$ cat config.mk
export PLATFORM = sky130hd
export DESIGN_NAME = coin_manager
export DESIGN_NICKNAME = d
export VERILOG_FILES = /design/src/rtl/coin_manager.sv
export SDC_FILE = /design/constraint.sdc
export NUM_CORES = 1
export LEC_CHECK = 0
export CAP_MARGIN = 0
export CORE_MARGIN = 1
export CORE_UTILIZATION = 58
export CTS_CLUSTER_DIAMETER = 120
export DETAILED_ROUTE_END_ITERATION = 8
export HOLD_SLACK_MARGIN = 0.06
export PLACE_DENSITY_LB_ADDON = 0.12
export SLEW_MARGIN = 15
export SYNTH_ARGS = -nofsm -noshare
export SYNTH_HDL_FRONTEND = slang
export SYNTH_SLANG_ARGS = --single-unit
$ cat constraint.sdc
create_clock -name clk -period 5.05 [get_ports clk]
set_clock_uncertainty 0.2 [all_clocks]
set_input_delay 0.505 -clock clk [delete_from_list [all_inputs] [get_ports clk]]
set_output_delay 0.505 -clock clk [all_outputs]
set_load 0.02 [all_outputs]
$ cat src/rtl/coin_manager.sv
// Coin slot table with collision-driven collect FSM, two-digit BCD coin counter
// and a rising "pop" sprite that animates each collected coin for a few frames.
module coin_manager #(
   parameter int N_COINS    = 8,
   parameter int POP_FRAMES = 8,
   parameter int POP_STEP   = 4,
   localparam int IDX_W     = $clog2(N_COINS)
) (
   input  logic             clk,
   input  logic             rst,
   input  logic             frame_tick,
   input  logic             load_en,
   input  logic [IDX_W-1:0] load_idx,
   input  logic [31:0]      load_coord,
   input  logic             col_valid,
   input  logic [IDX_W-1:0] col_idx,
   output logic             col_ready,
   input  logic [IDX_W-1:0] rd_idx,
   output logic [31:0]      rd_coord,
   output logic [31:0]      rd_size,
   output logic             rd_enable,
   output logic [7:0]       coin_count,
   output logic             life_pulse,
   output logic             pop_active,
   output logic [31:0]      pop_coord
);

   localparam int CNT_W = $clog2(POP_FRAMES + 1);

   localparam logic [1:0] IDLE  = 2'd0;
   localparam logic [1:0] CLEAR = 2'd1;
   localparam logic [1:0] COUNT = 2'd2;

   logic [1:0]       state;
   logic [31:0]      coord [N_COINS];
   logic [N_COINS-1:0] enable;
   logic [IDX_W-1:0] lat_idx;
   logic [31:0]      lat_coord;
   logic [CNT_W-1:0] pop_cnt;

   logic load_ok, col_ok, rd_ok, handshake, hit;

   assign load_ok   = int'(load_idx) < N_COINS;
   assign col_ok    = int'(col_idx) < N_COINS;
   assign rd_ok     = int'(rd_idx) < N_COINS;
   assign col_ready = (state == IDLE) && !load_en && !rst;
   assign handshake = col_valid && col_ready;
   assign hit       = handshake && col_ok && enable[col_idx];

   // Loads are applied after the CLEAR write so a same-cycle reload of the slot wins.
   always_ff @(posedge clk) begin
      if (rst) begin
         enable <= '0;
      end else begin
         if (state == CLEAR)
            enable[lat_idx] <= 1'b0;
         if (load_en && load_ok) begin
            enable[load_idx] <= 1'b1;
            coord[load_idx]  <= load_coord;
         end
      end
   end

   always_ff @(posedge clk) begin
      if (rst || !rd_ok || !enable[rd_idx]) begin
         rd_coord  <= 32'hFFFF_FFFF;
         rd_size   <= 32'h0;
         rd_enable <= 1'b0;
      end else begin
         rd_coord  <= coord[rd_idx];
         rd_size   <= {16'd16, 16'd16};
         rd_enable <= 1'b1;
      end
   end

   always_ff @(posedge clk) begin
      if (rst) begin
         state     <= IDLE;
         lat_idx   <= '0;
         lat_coord <= '0;
      end else begin
         case (state)
            IDLE: begin
               if (hit) begin
                  state     <= CLEAR;
                  lat_idx   <= col_idx;
                  lat_coord <= coord[col_idx];
               end
            end
            CLEAR:   state <= COUNT;
            default: state <= IDLE;
         endcase
      end
   end

   // BCD increment; the wrap from 99 to 00 awards a life.
   always_ff @(posedge clk) begin
      if (rst) begin
         coin_count <= 8'h00;
         life_pulse <= 1'b0;
      end else begin
         life_pulse <= 1'b0;
         if (state == COUNT) begin
            if (coin_count[3:0] == 4'd9) begin
               coin_count[3:0] <= 4'd0;
               if (coin_count[7:4] == 4'd9) begin
                  coin_count[7:4] <= 4'd0;
                  life_pulse      <= 1'b1;
               end else begin
                  coin_count[7:4] <= coin_count[7:4] + 4'd1;
               end
            end else begin
               coin_count[3:0] <= coin_count[3:0] + 4'd1;
            end
         end
      end
   end

   // A pop start overrides any frame tick arriving in the same cycle.
   always_ff @(posedge clk) begin
      if (rst) begin
         pop_active <= 1'b0;
         pop_coord  <= 32'hFFFF_FFFF;
         pop_cnt    <= '0;
      end else if (state == CLEAR) begin
         pop_active <= 1'b1;
         pop_coord  <= lat_coord;
         pop_cnt    <= '0;
      end else if (frame_tick && pop_active) begin
         if (pop_cnt == CNT_W'(POP_FRAMES - 1)) begin
            pop_active <= 1'b0;
            pop_coord  <= 32'hFFFF_FFFF;
            pop_cnt    <= '0;
         end else begin
            pop_coord[15:0] <= pop_coord[15:0] - 16'(POP_STEP);
            pop_cnt         <= pop_cnt + CNT_W'(1);
         end
      end
   end

endmodule

# --- Yosys cells after proc, flatten, opt, wreduce, memory -nomap -nowiden ---
# Memories as Yosys holds them, arrays and structs flattened. A register that Yosys moved wholly into a read port is not among the register bits.
# Cells that the tools add are included.
word_totals:
  out_inout_bits: 108
  inputBits: 46
  mem_count: 1
  ramBits: 256
  regBits: 92
memory_table:
  columns: ["name", "words", "width", "rd", "rd_clocked_by_memory_dff", "wr", "line", "text"]
  rows:
  - ["coord", 8, 32, 2, 2, 1, "35", "logic [31:0] coord [N_COINS];"]
classes:
  reduce_logical: 19
  n_eq_ne: 6
  bitwise_logic: 5
  n_addsub: 4
  order_cmp: 6
  n_mux: 29
ops:
  columns: ["cell", "count"]
  rows:
  - ["$mux 32", 2]
  - ["$mux 16", 2]
  - ["$mux 8", 3]
  - ["$mux 21", 1]
  - ["$lt 3x4->1 const B", 4]
  - ["$sub 16x3->16 const B", 1]
  - ["$add 4x1->4 const B", 3]
  - ["$mux 1", 12]
  - ["$mux 4", 3]
  - ["$and 8x8->8", 1]
  - ["$eq 4x4->1 const B", 2]
  - ["$not 8->8", 1]
  - ["$or 8x8->8", 1]
  - ["$logic_and 1x1->1", 7]
  - ["$bmux 1 s3", 2]
  - ["$demux 1 s3", 2]
  - ["$ge 3x1->1 const B", 2]
  - ["$reduce_and 2->1", 3]
  - ["$eq 4x3->1 const B", 1]
  - ["$pmux 2 s2", 1]
  - ["$reduce_bool 2->1", 2]
  - ["$logic_not 1->1", 3]
  - ["$reduce_or 3->1", 1]
  - ["$eq 2x1->1 const B", 1]
  - ["other kinds (7)", 8]

# --- Depth between registers and ports, before layout ---
# Gate-level depths: netlist (run 1).
depth:
  ltp_word: 10
  depth_mapped: 8
  ltp_nobuf: 6

# --- Worst setup path before layout (run 1) ---
# No wires, ideal clock.
synth_timing:
  path_type: "input to register"
  from: "input rst"
  to: "memory coord[0][0], enable pin"
  stages: 3
  setup_ps: 464
  path_slack_ps: 1335
  arrival_time_ps: 3051
  path_cell_list: "inv_2 > nand3b_1 > nor3_1"
synth_via:
  elab_chain_len: 2
synth_lines:
  columns: ["item", "line", "text"]
  rows:
  - ["from (decl)", "10", "input logic rst,"]
  - ["$mux 1", "52", "if (rst) begin"]
  - ["$mux 1 (implied by the code)", "59", "coord[load_idx] <= load_coord;"]
  - ["to (decl)", "35", null]
# No other way between the ends.

# --- Final worst setup path (run 1) ---
layout_timing:
  from: "input rst"
  to: "register lat_idx[1]"
layout_via:
  elab_chain_len: 5
layout_lines:
  columns: ["item", "line", "text"]
  rows:
  - ["$logic_not 1->1", "46", "assign col_ready = (state == IDLE) && !load_en && !rst;"]
  - ["$logic_and 1x1->1", "46", null]
  - ["$logic_and 1x1->1", "47", "assign handshake = col_valid && col_ready;"]
  - ["$logic_and 1x1->1", "48", "assign hit = handshake && col_ok && enable[col_idx];"]
  - ["$reduce_and 2->1 (no line)", null, null]
  - ["to (signal assigned)", "86", "lat_idx <= col_idx;"]
  - ["to (decl)", "37", "logic [IDX_W-1:0] lat_idx;"]
# Parallel ways exist; a longest one is shown, timed or not.
# A chain may end at the register's enable or synchronous reset.

==> summary.md, run 1 <==
• **vias in the first global route** 9951
• **power density of the placed cells** 351.0 nW/um^2
• **Post-Synth Simple-Gate Area** 6.466%
• **sinks on the clock net** 380
• **Post-synth top flop** sky130_fd_sc_hd__edfxtp_1
• **most frequent standard cell in the layout excluding fill and tap cells** sky130_fd_sc_hd__edfxtp_1
• **area share of fa/ha/maj cells after synthesis** 0.1514%
• **pre-CTS WS** 1.283 ns
• **root buffer cell** sky130_fd_sc_hd__clkbuf_16
• **multiplexer area fraction after synthesis** 23.80%
• **leakage** 6.704 nW
• **peak ir drop on the vdd network** 297.5 uV
• **clock slew seen by the registers of the worst setup and hold paths** 0.07 ns
• **number of distinct library cells after synthesis** 62
• **Layout Utilization** 68.80%
• **CP arrival** 3.46 ns
• **Startpoint Class** primary input
• **wire length of the first global-routing pass** 58260 microns
• **Final Hold Viols** 0
• **core footprint** 27930 sq um
• **share of the clock period used by the worst path** 64.30%
• **total clock buffers created by CTS** 40
• **Inserted Diodes** 0
• **post-DR vias/cell** 6.218
• **share of final-layout standard cells stronger than drive strength 1** 21.19%
• **number of nets with antenna violations after detailed routing** 0
• **max_cap viols** 0
• **vertical extent of the die** 170.8 microns
• **area of the die** 29170 sq um
• **buffers inserted by post-CTS timing repair** 0
• **placed wire-length estimate** 23280 microns
• **antenna violations before repair** 0
• **dominant combinational cell family by area after synthesis** multiplexers
• **area delta synth->final** 16.29%
• **compound-cell area share of the yosys netlist** 3.975%
• **Hold Crit Class** reg2reg
• **vias** 9744
• **kind of end point of the critical path** register
• **PnR Total Power** 6.746 mW
• **setup repair after global routing missed its margin** no
• **cell row count** 61
• **# hold bufs at CTS** 0
• **Synth Area in XOR/XNOR** 0.4240%
• **GPL Wtd Cong** 0.8336
• **WS Path Type** in2reg
• **post-detailed-routing wire length** 37390 microns
• **Least-Margin Pin Slew** 1.142 ns
• **DP Area** 17960 sq um
• **Gates resized, CTS repair** 0
• **Post-Synthesis Cell Area** 16530 sq um
• **highest clock frequency the design can meet** 0.3080 GHz
• **sequential share of the synthesized area** 61.54%
• **Port Buffer Count** 123
• **commonest non-fill, non-tap cells in the layout** sky130_fd_sc_hd__edfxtp_1, sky130_fd_sc_hd__mux4_2, sky130_fd_sc_hd__dfxtp_1
• **Post-Layout Inst Area** 19220 sq um
• **CP Max Fanout** 28
• **relative slew slack** 23.70%
• **GRT Resource Usage Total** 26.96%
• **largest buffer count on any clock path** 3
• **number of DRC violations after detailed routing** 0
• **Cells after Synth** 1043
• **TritonCTS clock tree** yes
• **register bit count reported by yosys** 380
• **number of warning messages in the yosys log** 0
• **overall overflow remaining after global route** 0
• **number of flops mapped to enable cells by yosys** 256
• **Pre-antenna DRT Iters** 5
• **drt first-iter violations** 908
• **Total Nets Final** 1207
• **required time worst endpoint** 5.26 ns
• **Clock Latency Late Sink** 0.53 ns
• **number of endpoints failing setup at the final stage** 0
• **smallest setup slack after layout** 1.803 ns
• **maximum level of the CTS H-tree** 2
• **max-slew violation count** 0
• **share of synthesized registers carrying an async set or reset** 0%
• **initial cell density of the core** 59.16%
• **Chip Width** 170.8 microns
• **Avg Cell Area, Syn** 15.84 sq um
• **# IOs** 154
• **outcome** finished clean
• **largest net degree at the start of global routing** 61
• **DR WL/cell** 23.86 microns
• **crit path time final** 3.247 ns
• **TNS Setup** 0 ns
[metrics by stage]
step	hold slack [ns]	instances
4_1_cts	0.2631	1567
5_1_grt	0.2846	1567
6_report	0.2613	1567
3_5_place_dp	0.2547	1495
2_1_floorplan	0.2334	1072
3_3_place_gp	0.2466	1495
[final cells by class]
| cell class | instances | area (sq um) |
|---|---|---|
| Fill cell | 1893 | 8716 |
| Inverter | 4 | 15.01 |
| Clock inverter | 15 | 120.1 |
| Sequential cell | 380 | 10170 |
| Tap cell | 378 | 473.0 |
| Timing Repair Buffer | 145 | 1371 |
| Clock buffer | 57 | 1136 |
| Multi-Input combinational cell | 588 | 5933 |
[synth_stat cells, drive strengths merged (4+ instances only)]
cell      n  share of area (%)
buf      67                2.8
o211ai    4               0.18
a31o      4               0.21
nand4    10               0.38
edfxtp  256                 47
nand2    78                1.8
inv       4              0.091
mux4    131                 18
o21ai    38                1.2
and2      4               0.15
clkbuf   33               0.75
o31ai     7               0.32
dfxtp   124                 15
or3       5               0.19
nand3     5               0.18
a21oi    21               0.64
mux2i    88                5.3
xor2      5               0.26
nor2b     7               0.26
nor3     28               0.85
mux2      9               0.61
nand2b    9               0.34
o22ai     5               0.19
o311ai    4               0.21
nand3b    4               0.18
nor2     45                1.0
nor4      5               0.26
[final timing paths]
check / from / endpoint / slack (ns) / cells after the start
max: rst / lat_idx[1] / 1.80 / 5
min: lat_coord[21] / lat_coord[21] / 0.26 / 2
max reg2reg: state[1] / lat_idx[1] / 2.14 / 4
min reg2reg: lat_coord[21] / lat_coord[21] / 0.26 / 2
[kinds of logic (layout without fill, tap and decap cells)]
kind of cell    Yosys count  count (layout)
other cells               1              30
buf+inv                 104             221
flops                   380             380
fa+ha+maj                 2               2
mux                     228             228
compound gates          102             102
xor+xnor                  8               8
simple gates            218             218
[registers in the layout (all words and copies together) (netlist names)]
name / cells
lat_idx: 3
pop_active: 1
life_pulse: 1
pop_coord: 32
rd_size: 1
enable: 8
rd_coord: 32
lat_coord: 32
coin_count: 8
pop_cnt: 4
coord: 256
state: 2
[metal layers]
metal | vias to the layer above | GRT usage [%] | share of wire (%)
met5 | - | 0 | 0
met4 | 0 | 7.795 | 2.3
met3 | 64 | 3.840 | 6.5
met2 | 401 | 45.43 | 50
met1 | 4972 | 36.75 | 41
li1 | 4307 | - | -
[power breakdown]
group,leakage (nW),internal [mW],switching [mW]
Sequential,3.32,3.39,0.0417
Clock,0.609,1.63,1.17
Combinational,2.78,0.235,0.280
Total,6.70,5.25,1.49
[critical path, stage by stage]
cell and delay [ns]:
sky130_fd_sc_hd__clkdlybuf4s50_1 0.74, sky130_fd_sc_hd__nor4_2 0.37, sky130_fd_sc_hd__and2_1 0.38, sky130_fd_sc_hd__nand3_2 0.84
sky130_fd_sc_hd__mux2_1 0.62
No activity file was read; power rests on OpenSTA's default activity.
==> run 2, diff against run 1 <==
==> constraint.sdc (replaced) <==
create_clock -name clk -period 3.07 [get_ports clk]
set_clock_uncertainty 0.2 [all_clocks]
set_input_delay 0.307 -clock clk [delete_from_list [all_inputs] [get_ports clk]]
set_output_delay 0.307 -clock clk [all_outputs]
set_load 0.02 [all_outputs]
==> run 2 against run 1 <==
Clock power increased by 65%. Final cell count grew 1.3%. First-iteration DRC count is 12% lower. Worst setup slack got worse by 1.2 ns. Utilization up 1.1 points. Design area increased by 1.6%. Die area stayed put. Wire length rose by 0.29%. Global-route usage barely moved. Flip-flop and latch count unchanged. Combinational power up 69%. Sequential share of layout area is 0.81 points lower. Largest power group unchanged. Highest routed layer is now met5.
==> summary.md, run 2 (synthesis results as in run 1) <==
• **area of the die** 29170 sq um, unchanged
• **Max stage delay on crit path** 0.70 ns, -0.14 ns
• **setup repair after global routing missed its margin** no
• **number of nets with antenna violations after detailed routing** 0, unchanged
• **Chip Width** 170.8 microns, unchanged
• **TritonCTS clock tree** yes
• **vias** 9703, -0.42%
• **placed wire-length estimate** 23750 microns, +2.0%
• **highest clock frequency the design can meet** 0.4036 GHz
• **vias in the first global route** 9805, -1.5%
• **number of DRC violations after detailed routing** 0, unchanged
• **critical-path cell with the highest stage delay** sky130_fd_sc_hd__clkdlybuf4s50_1
• **kind of end point of the critical path** output pin
• **outcome** finished clean
• **Reg-to-Reg Start** pop_coord[2]
• **Total Nets Final** 1225, +1.5%
• **GRT Resource Usage Total** 26.93%, about the same
• **# IOs** 154, unchanged
• **Startpoint Class** register
• **post-detailed-routing wire length** 37500 microns, +0.29%
• **share of final-layout standard cells stronger than drive strength 1** 22.27%, +1.1 points
• **required time worst endpoint** 2.56 ns, -2.70 ns
• **buffers inserted by post-CTS timing repair** 0, unchanged
• **root buffer cell** sky130_fd_sc_hd__clkbuf_16
• **maximum level of the CTS H-tree** 2, unchanged
• **ordered cell list for the critical path** nor4_2 -> clkdlybuf4s50_1
• **commonest non-fill, non-tap cells in the layout** sky130_fd_sc_hd__edfxtp_1, sky130_fd_sc_hd__mux4_2, sky130_fd_sc_hd__dfxtp_1
• **most frequent standard cell in the layout excluding fill and tap cells** sky130_fd_sc_hd__edfxtp_1
• **CP Max Fanout** 6, -79%
• **share of the clock period used by the worst path** 80.70%
• **PnR Total Power** 11.14 mW, +65%
• **CP Launch Point** state[1]
• **antenna violations before repair** 3, +3
• **Pre-antenna DRT Iters** 5, unchanged
• **DR WL/cell** 23.63 microns, -0.98%
• **max FFs per register** 256, unchanged
• **peak ir drop on the vdd network** 472.6 uV, +59%
• **number of endpoints failing setup at the final stage** 0, unchanged
• **wire length of the first global-routing pass** 57490 microns, -1.3%
• **largest buffer count on any clock path** 3, unchanged
• **max_cap viols** 0, unchanged
• **CP arrival** 1.97 ns, -1.49 ns
• **cell row count** 61, unchanged
• **sinks on the clock net** 380, unchanged
• **clock slew seen by the registers of the worst setup and hold paths** 0.06 ns, about the same
• **register with the most flip-flops** coord
• **Port Buffer Count** 123, unchanged
• **max-slew violation count** 0, unchanged
• **post-DR vias/cell** 6.114, -1.7%
• **relative slew slack** 55.94%, +32 points
• **largest net degree at the start of global routing** 65, +6.6%
• **# hold bufs at CTS** 0, unchanged
• **overall overflow remaining after global route** 0, unchanged
• **TNS Setup** 0 ns, unchanged
• **initial cell density of the core** 59.16%, unchanged
• **Clock Latency Late Sink** 0.53 ns, about the same
• **WS Path Type** reg2out
• **Hold Crit Class** in2reg
• **vertical extent of the die** 170.8 microns, unchanged
• **total clock buffers created by CTS** 39, -2.5%
• **GPL Wtd Cong** 0.8271, -0.78%
• **Final Hold Viols** 0, unchanged
• **drt first-iter violations** 800, -12%
• **Least-Margin Pin Slew** 0.6610 ns, -0.4808 ns
• **power density of the placed cells** 570.9 nW/um^2, +63%
• **layout filler cell count** 1894, +0.053%
• **leakage** 6.848 nW, +2.1%
• **crit path time final** 2.478 ns
• **Gates resized, CTS repair** 0, unchanged
• **Hold Startpoint** col_idx[2]
• **core footprint** 27930 sq um, unchanged
• **area delta synth->final** 18.11%
-- run 2: cell types whose count changed in the layout (fill, tap and decap cells not counted), sizes merged --
| cell | delta |
|---|---|
| clkinvlp | -1 |
| bufinv | +2 |
| clkbuf | -3 |
| diode | +1 |
| clkinv | +2 |
| buf | +19 |
-- run 2: layout make-up --
type / count / area, sq um / area share (%)
Timing Repair Buffer: 164 / 1664 / 8.526
Sequential cell: 380 / 10170 / 52.10
Multi-Input combinational cell: 588 / 5946 / 30.46
Tap cell: 378 / 473.0 / 2.423
Antenna cell: 1 / 2.502 / 0.01282
Clock buffer: 54 / 1076 / 5.513
Clock inverter: 18 / 172.7 / 0.8846
Inverter: 4 / 15.01 / 0.07692
-- run 2: critical path, delay by kind of cell, from the launching register on --
kind / cells / cell delay, ns
DFF: 1 / 0.38
and+or+nand+nor: 1 / 0.37
buffers and inverters: 1 / 0.70
-- run 2: worst paths after layout --
kind	depth (start not counted)	slack, ns	to
max reg2reg	6	0.80	pop_coord[12]
max	2	0.59	col_ready
min reg2reg	2	0.26	lat_coord[19]
min	3	0.06	lat_idx[2]
-- run 2: per-stage QoR --
| step | util, % | setup WS (ns) | hold slack [ns] | area [sq um] | instances |
|---|---|---|---|---|---|
| CTS | 69.86 | 0.5969 | 0.06228 | 19520 | 1586 |
| finish | 69.87 | 0.5924 | 0.06082 | 19520 | 1587 |
| global route | 69.86 | 0.5425 | 0.07672 | 19520 | 1586 |
| global placement | 65.39 | 0.3986 | 0.2454 | 18270 | 1514 |
| detailed placement | 65.39 | 0.3815 | 0.2562 | 18270 | 1514 |
| floorplan | - | 0.4418 | 0.2059 | 16640 | 1072 |
-- run 2: report_power, final --
group	switching, mW	total [mW]	leakage [nW]	internal [mW]
registers	0.0656	5.64	3.32	5.57
logic	0.466	0.870	2.92	0.404
clock network	1.92	4.63	0.611	2.72
total	2.45	11.1	6.85	8.69
-- run 2: routing by layer --
layer / track usage, % / wire length (microns) / vias up
li1: - / - / 4340
met1: 36.98 / 15480 / 4917
met2: 44.24 / 18540 / 382
met3: 5.297 / 2762 / 60
met4: 7.246 / 679 / 4
met5: 0 / 31 / -
